==> src/rtl/led_pattern_if.sv <==
// Configuration write port of led_pattern: one-cycle register writes, no handshake.
// The driver uses the master modport; the pattern generator uses the slave modport.
interface led_pattern_if #(
  parameter int N_CH  = 3,
  parameter int CNT_W = 8
);
  localparam int CH_W = (N_CH > 1) ? $clog2(N_CH) : 1;

  logic            cfg_we;
  logic [CH_W-1:0] cfg_ch;
  logic [1:0]      cfg_sel;
  logic [CNT_W-1:0] cfg_data;

  modport master (output cfg_we, cfg_ch, cfg_sel, cfg_data);
  modport slave  (input  cfg_we, cfg_ch, cfg_sel, cfg_data);
endinterface

==> src/rtl/led_pattern.sv <==
// Multi-channel LED pattern generator: off / on / blink / PWM breathe per channel,
// advanced by a shared tick strobe and reprogrammed through led_pattern_if.

module led_pattern_ch #(
  parameter int CNT_W      = 8,
  parameter int PWM_W      = 8,
  parameter int DEF_PERIOD = 10
) (
  input  logic             clk,
  input  logic             rst,
  input  logic             tick_i,
  input  logic             sync_i,
  input  logic             wr_mode_i,
  input  logic             wr_period_i,
  input  logic             wr_duty_i,
  input  logic [CNT_W-1:0] wdata_i,
  input  logic [PWM_W-1:0] pwm_cnt_i,
  output logic             led_o
);
  typedef enum logic [1:0] {M_OFF, M_ON, M_BLINK, M_BREATHE} mode_e;

  localparam logic [PWM_W-1:0] LVL_TOP = {{(PWM_W-1){1'b1}}, 1'b0};
  localparam logic [PWM_W-1:0] LVL_ONE = {{(PWM_W-1){1'b0}}, 1'b1};

  mode_e            mode_q, mode_d;
  logic [CNT_W-1:0] period_q, period_d;
  logic [CNT_W-1:0] duty_q, duty_d;
  logic [CNT_W-1:0] cnt_q, cnt_d;
  logic [PWM_W-1:0] level_q, level_d;
  logic             dir_q, dir_d;
  logic             led_q, led_d;

  logic [CNT_W-1:0] last_cnt;
  logic             wrap;

  // A zero period behaves as one tick, so the last count is simply period-1 floored at 0.
  assign last_cnt = (period_q == '0) ? '0 : period_q - 1'b1;
  assign wrap     = (cnt_q >= last_cnt);

  always_comb begin
    mode_d   = mode_q;
    period_d = period_q;
    duty_d   = duty_q;
    cnt_d    = cnt_q;
    level_d  = level_q;
    dir_d    = dir_q;

    if (tick_i && (mode_q == M_BLINK || mode_q == M_BREATHE)) begin
      cnt_d = wrap ? '0 : cnt_q + 1'b1;
      if (wrap && mode_q == M_BREATHE) begin
        if (!dir_q) begin
          level_d = level_q + 1'b1;
          if (level_q == LVL_TOP) dir_d = 1'b1;
        end else begin
          level_d = level_q - 1'b1;
          if (level_q == LVL_ONE) dir_d = 1'b0;
        end
      end
    end

    // A period write cancels the whole tick advance, including any breathe step.
    if (wr_period_i) begin
      period_d = wdata_i;
      cnt_d    = '0;
      level_d  = level_q;
      dir_d    = dir_q;
    end
    if (wr_mode_i) begin
      mode_d  = mode_e'(wdata_i[1:0]);
      cnt_d   = '0;
      level_d = '0;
      dir_d   = 1'b0;
    end
    if (wr_duty_i) duty_d = wdata_i;

    if (sync_i) begin
      cnt_d   = '0;
      level_d = '0;
      dir_d   = 1'b0;
    end
  end

  always_comb begin
    led_d = 1'b0;
    case (mode_q)
      M_OFF:     led_d = 1'b0;
      M_ON:      led_d = 1'b1;
      M_BLINK:   led_d = (cnt_q < duty_q);
      M_BREATHE: led_d = (pwm_cnt_i < level_q);
      default:   led_d = 1'b0;
    endcase
  end

  always_ff @(posedge clk or posedge rst) begin
    if (rst) begin
      mode_q   <= M_BLINK;
      period_q <= CNT_W'(DEF_PERIOD);
      duty_q   <= CNT_W'(DEF_PERIOD / 2);
      cnt_q    <= '0;
      level_q  <= '0;
      dir_q    <= 1'b0;
      led_q    <= 1'b0;
    end else begin
      mode_q   <= mode_d;
      period_q <= period_d;
      duty_q   <= duty_d;
      cnt_q    <= cnt_d;
      level_q  <= level_d;
      dir_q    <= dir_d;
      led_q    <= led_d;
    end
  end

  assign led_o = led_q;
endmodule

module led_pattern #(
  parameter int N_CH       = 3,
  parameter int CNT_W      = 8,
  parameter int PWM_W      = 8,
  parameter int DEF_PERIOD = 10
) (
  input  logic            clk,
  input  logic            rst,
  input  logic            tick,
  input  logic            sync,
  led_pattern_if.slave    cfg,
  output logic [N_CH-1:0] led
);
  localparam int CH_W = (N_CH > 1) ? $clog2(N_CH) : 1;

  logic [PWM_W-1:0] pwm_cnt_q, pwm_cnt_d;
  logic [N_CH-1:0]  wr_hit, wr_mode, wr_period, wr_duty;

  assign pwm_cnt_d = sync ? '0 : pwm_cnt_q + 1'b1;

  always_ff @(posedge clk or posedge rst) begin
    if (rst) pwm_cnt_q <= '0;
    else     pwm_cnt_q <= pwm_cnt_d;
  end

  // Out-of-range channel numbers match no lane; select 3 matches no field.
  for (genvar i = 0; i < N_CH; i++) begin : g_ch
    assign wr_hit[i]    = cfg.cfg_we && (cfg.cfg_ch == CH_W'(i));
    assign wr_mode[i]   = wr_hit[i] && (cfg.cfg_sel == 2'd0);
    assign wr_period[i] = wr_hit[i] && (cfg.cfg_sel == 2'd1);
    assign wr_duty[i]   = wr_hit[i] && (cfg.cfg_sel == 2'd2);

    led_pattern_ch #(
      .CNT_W      (CNT_W),
      .PWM_W      (PWM_W),
      .DEF_PERIOD (DEF_PERIOD)
    ) u_ch (
      .clk         (clk),
      .rst         (rst),
      .tick_i      (tick),
      .sync_i      (sync),
      .wr_mode_i   (wr_mode[i]),
      .wr_period_i (wr_period[i]),
      .wr_duty_i   (wr_duty[i]),
      .wdata_i     (cfg.cfg_data),
      .pwm_cnt_i   (pwm_cnt_q),
      .led_o       (led[i])
    );
  end
endmodule

==> src/flat_wrapper.sv <==
// flat-port wrapper written by rule: the top's interface ports become plain ports
module led_pattern_flat 
#(
  parameter int N_CH       = 3,
  parameter int CNT_W      = 8,
  parameter int PWM_W      = 8,
  parameter int DEF_PERIOD = 10
)
  (clk, rst, tick, sync, led, cfg_cfg_we, cfg_cfg_ch, cfg_cfg_sel, cfg_cfg_data);
  led_pattern_if #(.N_CH(N_CH), .CNT_W(CNT_W)) cfg_i ();
  input  logic clk;
  input  logic rst;
  input  logic tick;
  input  logic sync;
  output logic [N_CH-1:0] led;
  input wire logic [$bits(cfg_i.cfg_we)-1:0] cfg_cfg_we;
  input wire logic [$bits(cfg_i.cfg_ch)-1:0] cfg_cfg_ch;
  input wire logic [$bits(cfg_i.cfg_sel)-1:0] cfg_cfg_sel;
  input wire logic [$bits(cfg_i.cfg_data)-1:0] cfg_cfg_data;
  assign cfg_i.cfg_we = cfg_cfg_we;
  assign cfg_i.cfg_ch = cfg_cfg_ch;
  assign cfg_i.cfg_sel = cfg_cfg_sel;
  assign cfg_i.cfg_data = cfg_cfg_data;
  led_pattern #(.N_CH(N_CH), .CNT_W(CNT_W), .PWM_W(PWM_W), .DEF_PERIOD(DEF_PERIOD)) u_core (.clk(clk), .rst(rst), .tick(tick), .sync(sync), .cfg(cfg_i), .led(led));
endmodule
==> config.mk <==
export PLATFORM = sky130hd
export DESIGN_NAME = led_pattern_flat
export DESIGN_NICKNAME = d
export VERILOG_FILES = /design/src/rtl/led_pattern_if.sv /design/src/rtl/led_pattern.sv /design/src/flat_wrapper.sv
export SDC_FILE = /design/constraint.sdc
export NUM_CORES = 1
export LEC_CHECK = 0
export CAP_MARGIN = 20
export CORE_UTILIZATION = 41
export CTS_CLUSTER_DIAMETER = 100
export DETAILED_ROUTE_END_ITERATION = 6
export PLACE_DENSITY = 0.69
export SYNTH_ARGS = -nofsm -noshare
export SYNTH_HDL_FRONTEND = slang
export SYNTH_SLANG_ARGS = --single-unit
export TNS_END_PERCENT = 100
==> constraint.sdc <==
create_clock -name clk -period 4.7 [get_ports clk]
set_input_delay 0.705 -clock clk [delete_from_list [all_inputs] [get_ports clk]]
set_output_delay 0.705 -clock clk [all_outputs]
set_load 0.05 [all_outputs]
* After elaboration in Yosys (flattened, before gate mapping)
Cells that the tools add are included.
Word-level totals: register bits 116, output and inout port bits 3, word-level logic and storage cells 171
Operators by class: $add $sub $neg 13, $lt $le $gt $ge 9, eq/ne operators 22, mux-type cells 64, reduce and logical (&&, ||, !) cells 41
Operators by type and width (number):
- 2-to-1 mux 8 bit | 37
- adder 8 x 1 -> 8 bit (second input constant) | 7
- less-than comparator 8 bit | 6
- subtractor 8 x 1 -> 8 bit (second input constant) | 6
- equality test 8 x 1 -> 1 bit (second input constant) | 3
- equality test 8 bit (second input constant) | 3
- >= comparator 8 bit | 3
- zero test 8 bit | 3
- 2-to-1 mux 1 bit | 24
- logical AND 1 bit | 18
- nonzero test 3 bit | 6
- equality test 2 bit (second input constant) | 8
- case mux 1 bit (4 select lines) | 3
- nonzero test 4 bit | 3
- equality test 2 x 1 -> 1 bit (second input constant) | 5
- zero test 2 bit | 5
- != test 3 bit (second input constant) | 3
- AND reduction 3 bit | 3
- logical OR 1 bit | 3

* Longest topological paths before layout
depth in word-level cells 9, mapped depth 14

* By module
Synthesis repeated with hierarchy kept, for this count alone.
Unflattened totals: cells, all modules 880, area total of the unflattened synthesis 7825.0 um^2
By module, submodules not included:
- led_pattern_ch | times used 3, cells each 277, area each 2464.9 um^2, seq. area each 907.1 um^2
- led_pattern | times used 1, cells each 49, area each 430.4 um^2, seq. area each 200.2 um^2

* Worst setup path before layout
No wires, ideal clock.
path kind register -> register, start register u_core.g_ch[1].u_ch.period_q[0], end register u_core.g_ch[1].u_ch.cnt_q[4], library setup time 0.083 ns, arrival 3.074 ns, data required time 4.617 ns, setup slack 1.544 ns, stages on the path, launching flop included 14, buffers on the path 1, clock period less this slack 3.156 ns, path through dfrtp_1 > inv_1 > ha_1 > nor2b_1 > nand3b_1 > or3_1 > and2_1 > ha_1 > nand2b_4 > a2111oi_4 > o31ai_2 > buf_6 > or4_1 > a31oi_1
On the way: cells in the longest elaborated chain, start to end 8
Ends and longest elaborated chain:
- start: declaration | line led_pattern.sv:26 | logic [CNT_W-1:0] period_q, period_d;
- start signal: assignment | line led_pattern.sv:97 | period_q <= CNT_W'(DEF_PERIOD);
- start signal: assignment | line led_pattern.sv:105 | period_q <= period_d;
- subtractor 8 x 1 -> 8 bit or zero test 8 bit (tied branches) | line led_pattern.sv:37 | assign last_cnt = (period_q == '0) ? '0 : period_q - 1'b1;
- 2-to-1 mux 8 bit * | line led_pattern.sv:37
- >= comparator 8 bit * | line led_pattern.sv:38 | assign wrap = (cnt_q >= last_cnt);
- 2-to-1 mux 8 bit * | line led_pattern.sv:49 | cnt_d = wrap ? '0 : cnt_q + 1'b1;
- 2-to-1 mux 8 bit * | line led_pattern.sv:48 | if (tick_i && (mode_q == M_BLINK || mode_q == M_BREATHE)) begin
- 2-to-1 mux 8 bit * | line led_pattern.sv:62 | if (wr_period_i) begin
- 2-to-1 mux 8 bit * | line led_pattern.sv:68 | if (wr_mode_i) begin
- 2-to-1 mux 8 bit * | line led_pattern.sv:76 | if (sync_i) begin
- end signal: assignment | line led_pattern.sv:107 | cnt_q <= cnt_d;
- end: declaration | line led_pattern.sv:28 | logic [CNT_W-1:0] cnt_q, cnt_d;
Mark *: on every way between the ends. The rest lies on a longest branch, timed or not. The select of a mux whose other input is x is not followed. A chain may end at the register's enable or synchronous reset.

* Final worst setup path
start register u_core.g_ch[0].u_ch.period_q[0], end register u_core.g_ch[0].u_ch.level_q[6]
On the way: cells in the longest elaborated chain, start to end 6
Ends and longest elaborated chain:
- start: declaration | line led_pattern.sv:26
- start signal: assignment | line led_pattern.sv:97
- start signal: assignment | line led_pattern.sv:105
- subtractor 8 x 1 -> 8 bit or zero test 8 bit (tied branches) | line led_pattern.sv:37
- 2-to-1 mux 8 bit * | line led_pattern.sv:37
- >= comparator 8 bit * | line led_pattern.sv:38
- logical AND 1 bit * | line led_pattern.sv:50 | if (wrap && mode_q == M_BREATHE) begin
- nonzero test 3 bit (no line) *
- AND reduction 3 bit (no line) *
- end signal: assignment | line led_pattern.sv:108 | level_q <= level_d;
- end: declaration | line led_pattern.sv:29 | logic [PWM_W-1:0] level_q, level_d;
Mark *: on every way between the ends. The rest lies on a longest branch, timed or not.

==> metrics <==
outcome finished clean; DP Area about 8300 um2; simple-gate share of the synthesized area between 20% and 30%; Clock Latency Late Sink 0.42 ns; Max Fanout on Critical Path 13; row count 50; P&R area growth vs syn 13.18%; Crit Path Class register to register; Post-synth EDFFs 0; part of the cycle the worst path needs between 70% and 80%; final wirelength approximately 18000 um; Switch Pwr between 0.001 and 0.0015 W; Die ar. approximately 20000 um2; Post-CTS Setup Bufs 0; post-synthesis xor/xnor area fraction under 10%; DIE WIDTH about 140 um; Final Critical Period 3.604 ns; antenna viol nets, final 0; post-synthesis compound-gate area fraction about 14%; Synth Register Bits approximately 120; reg2reg start u_core.g_ch[0].u_ch.period_q[0]; DRT iter0 DRCs 300; Cell variety after synth 62; Hold-fix buffers, CTS 0; largest net degree at the start of global routing 64; commonest non-fill, non-tap cell in the layout dfrtp_1; IO Port Bufs 19; fmax approximately 0.28 GHz; part of the power in registers a little over a third; largest family of logic cells by synthesized area simple AND/OR/NAND/NOR gates; Hold Violations, Final 0; # DRC 0; Required @ worst endpoint around 5.0 ns; Inst Count DP between 1000 and 1500; Sw Ratio approximately 29%; number of antenna violations at the first check in global routing 0; Worst-Margin Slew about 0.9 ns; initial core utilization a little over two fifths; Final Power roughly 0.0035 W; worst vdd ir 0.3007 mV; syn_nets ~900; pwr dens 387.9 nW/um2; Final HPWL DP approximately 13000 um; worst min-delay path startpoint u_core.g_ch[0].u_ch.duty_q[1]; GRT overflow 0; ys async rst share 100.0%; GPL Wtd Cong 0.8542; Worst-path clk slew 0.06 ns; P_leak ~3.8 nW; DR vias/cell between 5 and 6; worst setup path startpoint u_core.g_ch[0].u_ch.period_q[0]; commonest non-fill, non-tap cells in the layout dfrtp_1 (101), ha_1 (85), nand2_1 (71); first-pass GRT wire length a little over 30000 um; most common flop cell mapped by yosys dfrtp_1; RSZ-0062 raised after global routing false; post-cts sizing count 0; vias in the first global route between 6000 and 7000; non-filler cells, final 1110; Logic pwr share between 20% and 30%; finished layout cell area approximately 9000 um2; n_diodes 0; TritonCTS clock tree built; overall routing resource usage a little under 20%; relative slew slack between 30% and 40%; setup TNS 0 ns; Die Y between 100 and 150 um; Synth Area in Adders a little over an eighth; final slew viol count 0; Clock Power Share between 40% and 50%; DR vias 6229; WP data arrival between 3 and 4 ns; synthesized area between 7000 and 8000 um2; Clock Skew roughly 0.007 ns; syn_area_per_cell slightly below 10 um2; root buffer cell clkbuf_16; clk sink count ~120; Clock H-tree levels 4; Ports 20; multiplexer share of the synthesized area around 8.3%; worst r2r path cells 12; TritonCTS Buffers 17; Internal roughly 0.0025 W; max cap viols 0; Setup crit start kind register; drt wl/cell around 17 um; Cells after Synth approximately 800; Seq/Total Area, Yosys 36.81%; CTS max path bufs 2; Post-layout nets between 900 and 1000; DR pass1 iterations 4; Final setup viols 0; YS warnings 0; Hold Path Class register to register; core footprint 18830 um2; Worst Setup End Kind register; worst hold stages 1; layout cell share with drive strength beyond 1 between 10% and 20%
## Yosys cell counts (6+ instances only)
master | number | share of area [%]
a31oi_1 | 24 | 1.9
o21a_1 | 7 | 0.66
nand4_1 | 8 | 0.63
nor4_1 | 7 | 0.55
a21oi_1 | 46 | 2.9
nand3b_1 | 7 | 0.66
inv_1 | 60 | 2.8
or4_1 | 27 | 2.6
buf_2 | 9 | 0.57
a211oi_1 | 7 | 0.66
and3_1 | 14 | 1.1
o31ai_1 | 15 | 1.4
a21o_1 | 10 | 0.95
nand2_1 | 71 | 3.4
nor2b_1 | 14 | 1.1
or3_1 | 6 | 0.47
xor2_1 | 10 | 1.1
ha_1 | 85 | 13
nand2b_1 | 13 | 1.0
o21ai_0 | 14 | 0.88
a311oi_1 | 6 | 0.66
xnor2_1 | 8 | 0.88
nor2_1 | 42 | 2.0
nand3_1 | 37 | 2.3
and2_1 | 8 | 0.63
dfrtp_1 | 101 | 32
nor3_1 | 23 | 1.5
mux2_2 | 53 | 7.5
dfstp_2 | 15 | 5.0
## power by group through the flow
stage	registers (W)	logic, W	clock network, W
2_1_floorplan	0.00123	0.000641	0
3_3_place_gp	0.00126	0.000760	0
3_5_place_dp	0.00127	0.000779	0
4_1_cts	0.00125	0.000786	0.00148
5_1_grt	0.00127	0.000870	0.00151
6_report	0.00125	0.000779	0.00145
## cell type report
class	count	area [um2]
flip-flops and latches	116	2922
multi-input cells	620	4629
clock inverters	12	201.4
well taps	260	325.3
clock buffers	20	456.7
repair buffers	21	217.7
fillers	1751	9847
inverters	61	231.5
## critical path, cell delays in order (launching register included)
cell and delay (ns):
dfrtp_1 0.39, inv_1 0.09, ha_1 0.16, nor2b_1 0.25, nand3b_1 0.15, or3_1 0.41
and2_1 0.21, ha_1 0.27, nand2b_4 0.12, a2111oi_4 0.07, o31ai_2 0.79, nand4_1 0.21
mux2_1 0.37
## state kept, by name (all words and copies together), names as in the netlist
register,count
u_core.g_ch.u_ch.mode_q,6
u_core.g_ch.u_ch.dir_q,3
u_core.g_ch.u_ch.duty_q,24
u_core.g_ch.u_ch.led_o,3
u_core.g_ch.u_ch.period_q,24
u_core.g_ch.u_ch.level_q,24
u_core.g_ch.u_ch.cnt_q,24
u_core.pwm_cnt_q,8
## per-stage QoR
step           utilization (%)  worst slack, ns  hold WS, ns
3_3_place_gp             44.21            1.218       0.4874
4_1_cts                  47.71            1.109       0.5053
5_1_grt                  47.71           0.7724       0.5255
6_report                 47.71            1.096       0.5031
2_1_floorplan                -           0.9474       0.4618
3_5_place_dp             44.21            1.116       0.4928
## per-layer routing
layer | GRT usage (%) | routed length (um) | part of all wire (%)
met5 | 0 | 0 | 0
met4 | 6.407 | 272 | 1.5
met3 | 4.212 | 693 | 3.8
met2 | 31.94 | 8557 | 47
met1 | 26.51 | 8798 | 48
## final timing paths
| check | to | slack, ns |
|---|---|---|
| setup / recovery | u_core.g_ch[0].u_ch.level_q[6] | 1.10 |
| hold / removal | u_core.g_ch[0].u_ch.duty_q[1] | 0.50 |
| setup reg to reg | u_core.g_ch[0].u_ch.level_q[6] | 1.10 |
| hold reg to reg | u_core.g_ch[0].u_ch.duty_q[1] | 0.50 |
| max in group asynchronous | u_core.g_ch[2].u_ch.period_q[1] | 3.06 |
| min in group asynchronous | u_core.g_ch[1].u_ch.cnt_q[5] | 0.80 |
## logic make-up (layout without fill, tap and decap cells)
kind of cell / count (synthesis) / count (layout)
flops: 116 / 116
buf+inv: 85 / 114
compound gates: 157 / 157
simple gates: 301 / 301
fa+ha+maj: 85 / 85
xor+xnor: 18 / 18
mux: 59 / 59
Note: power is estimated with default switching activity, not from simulation.
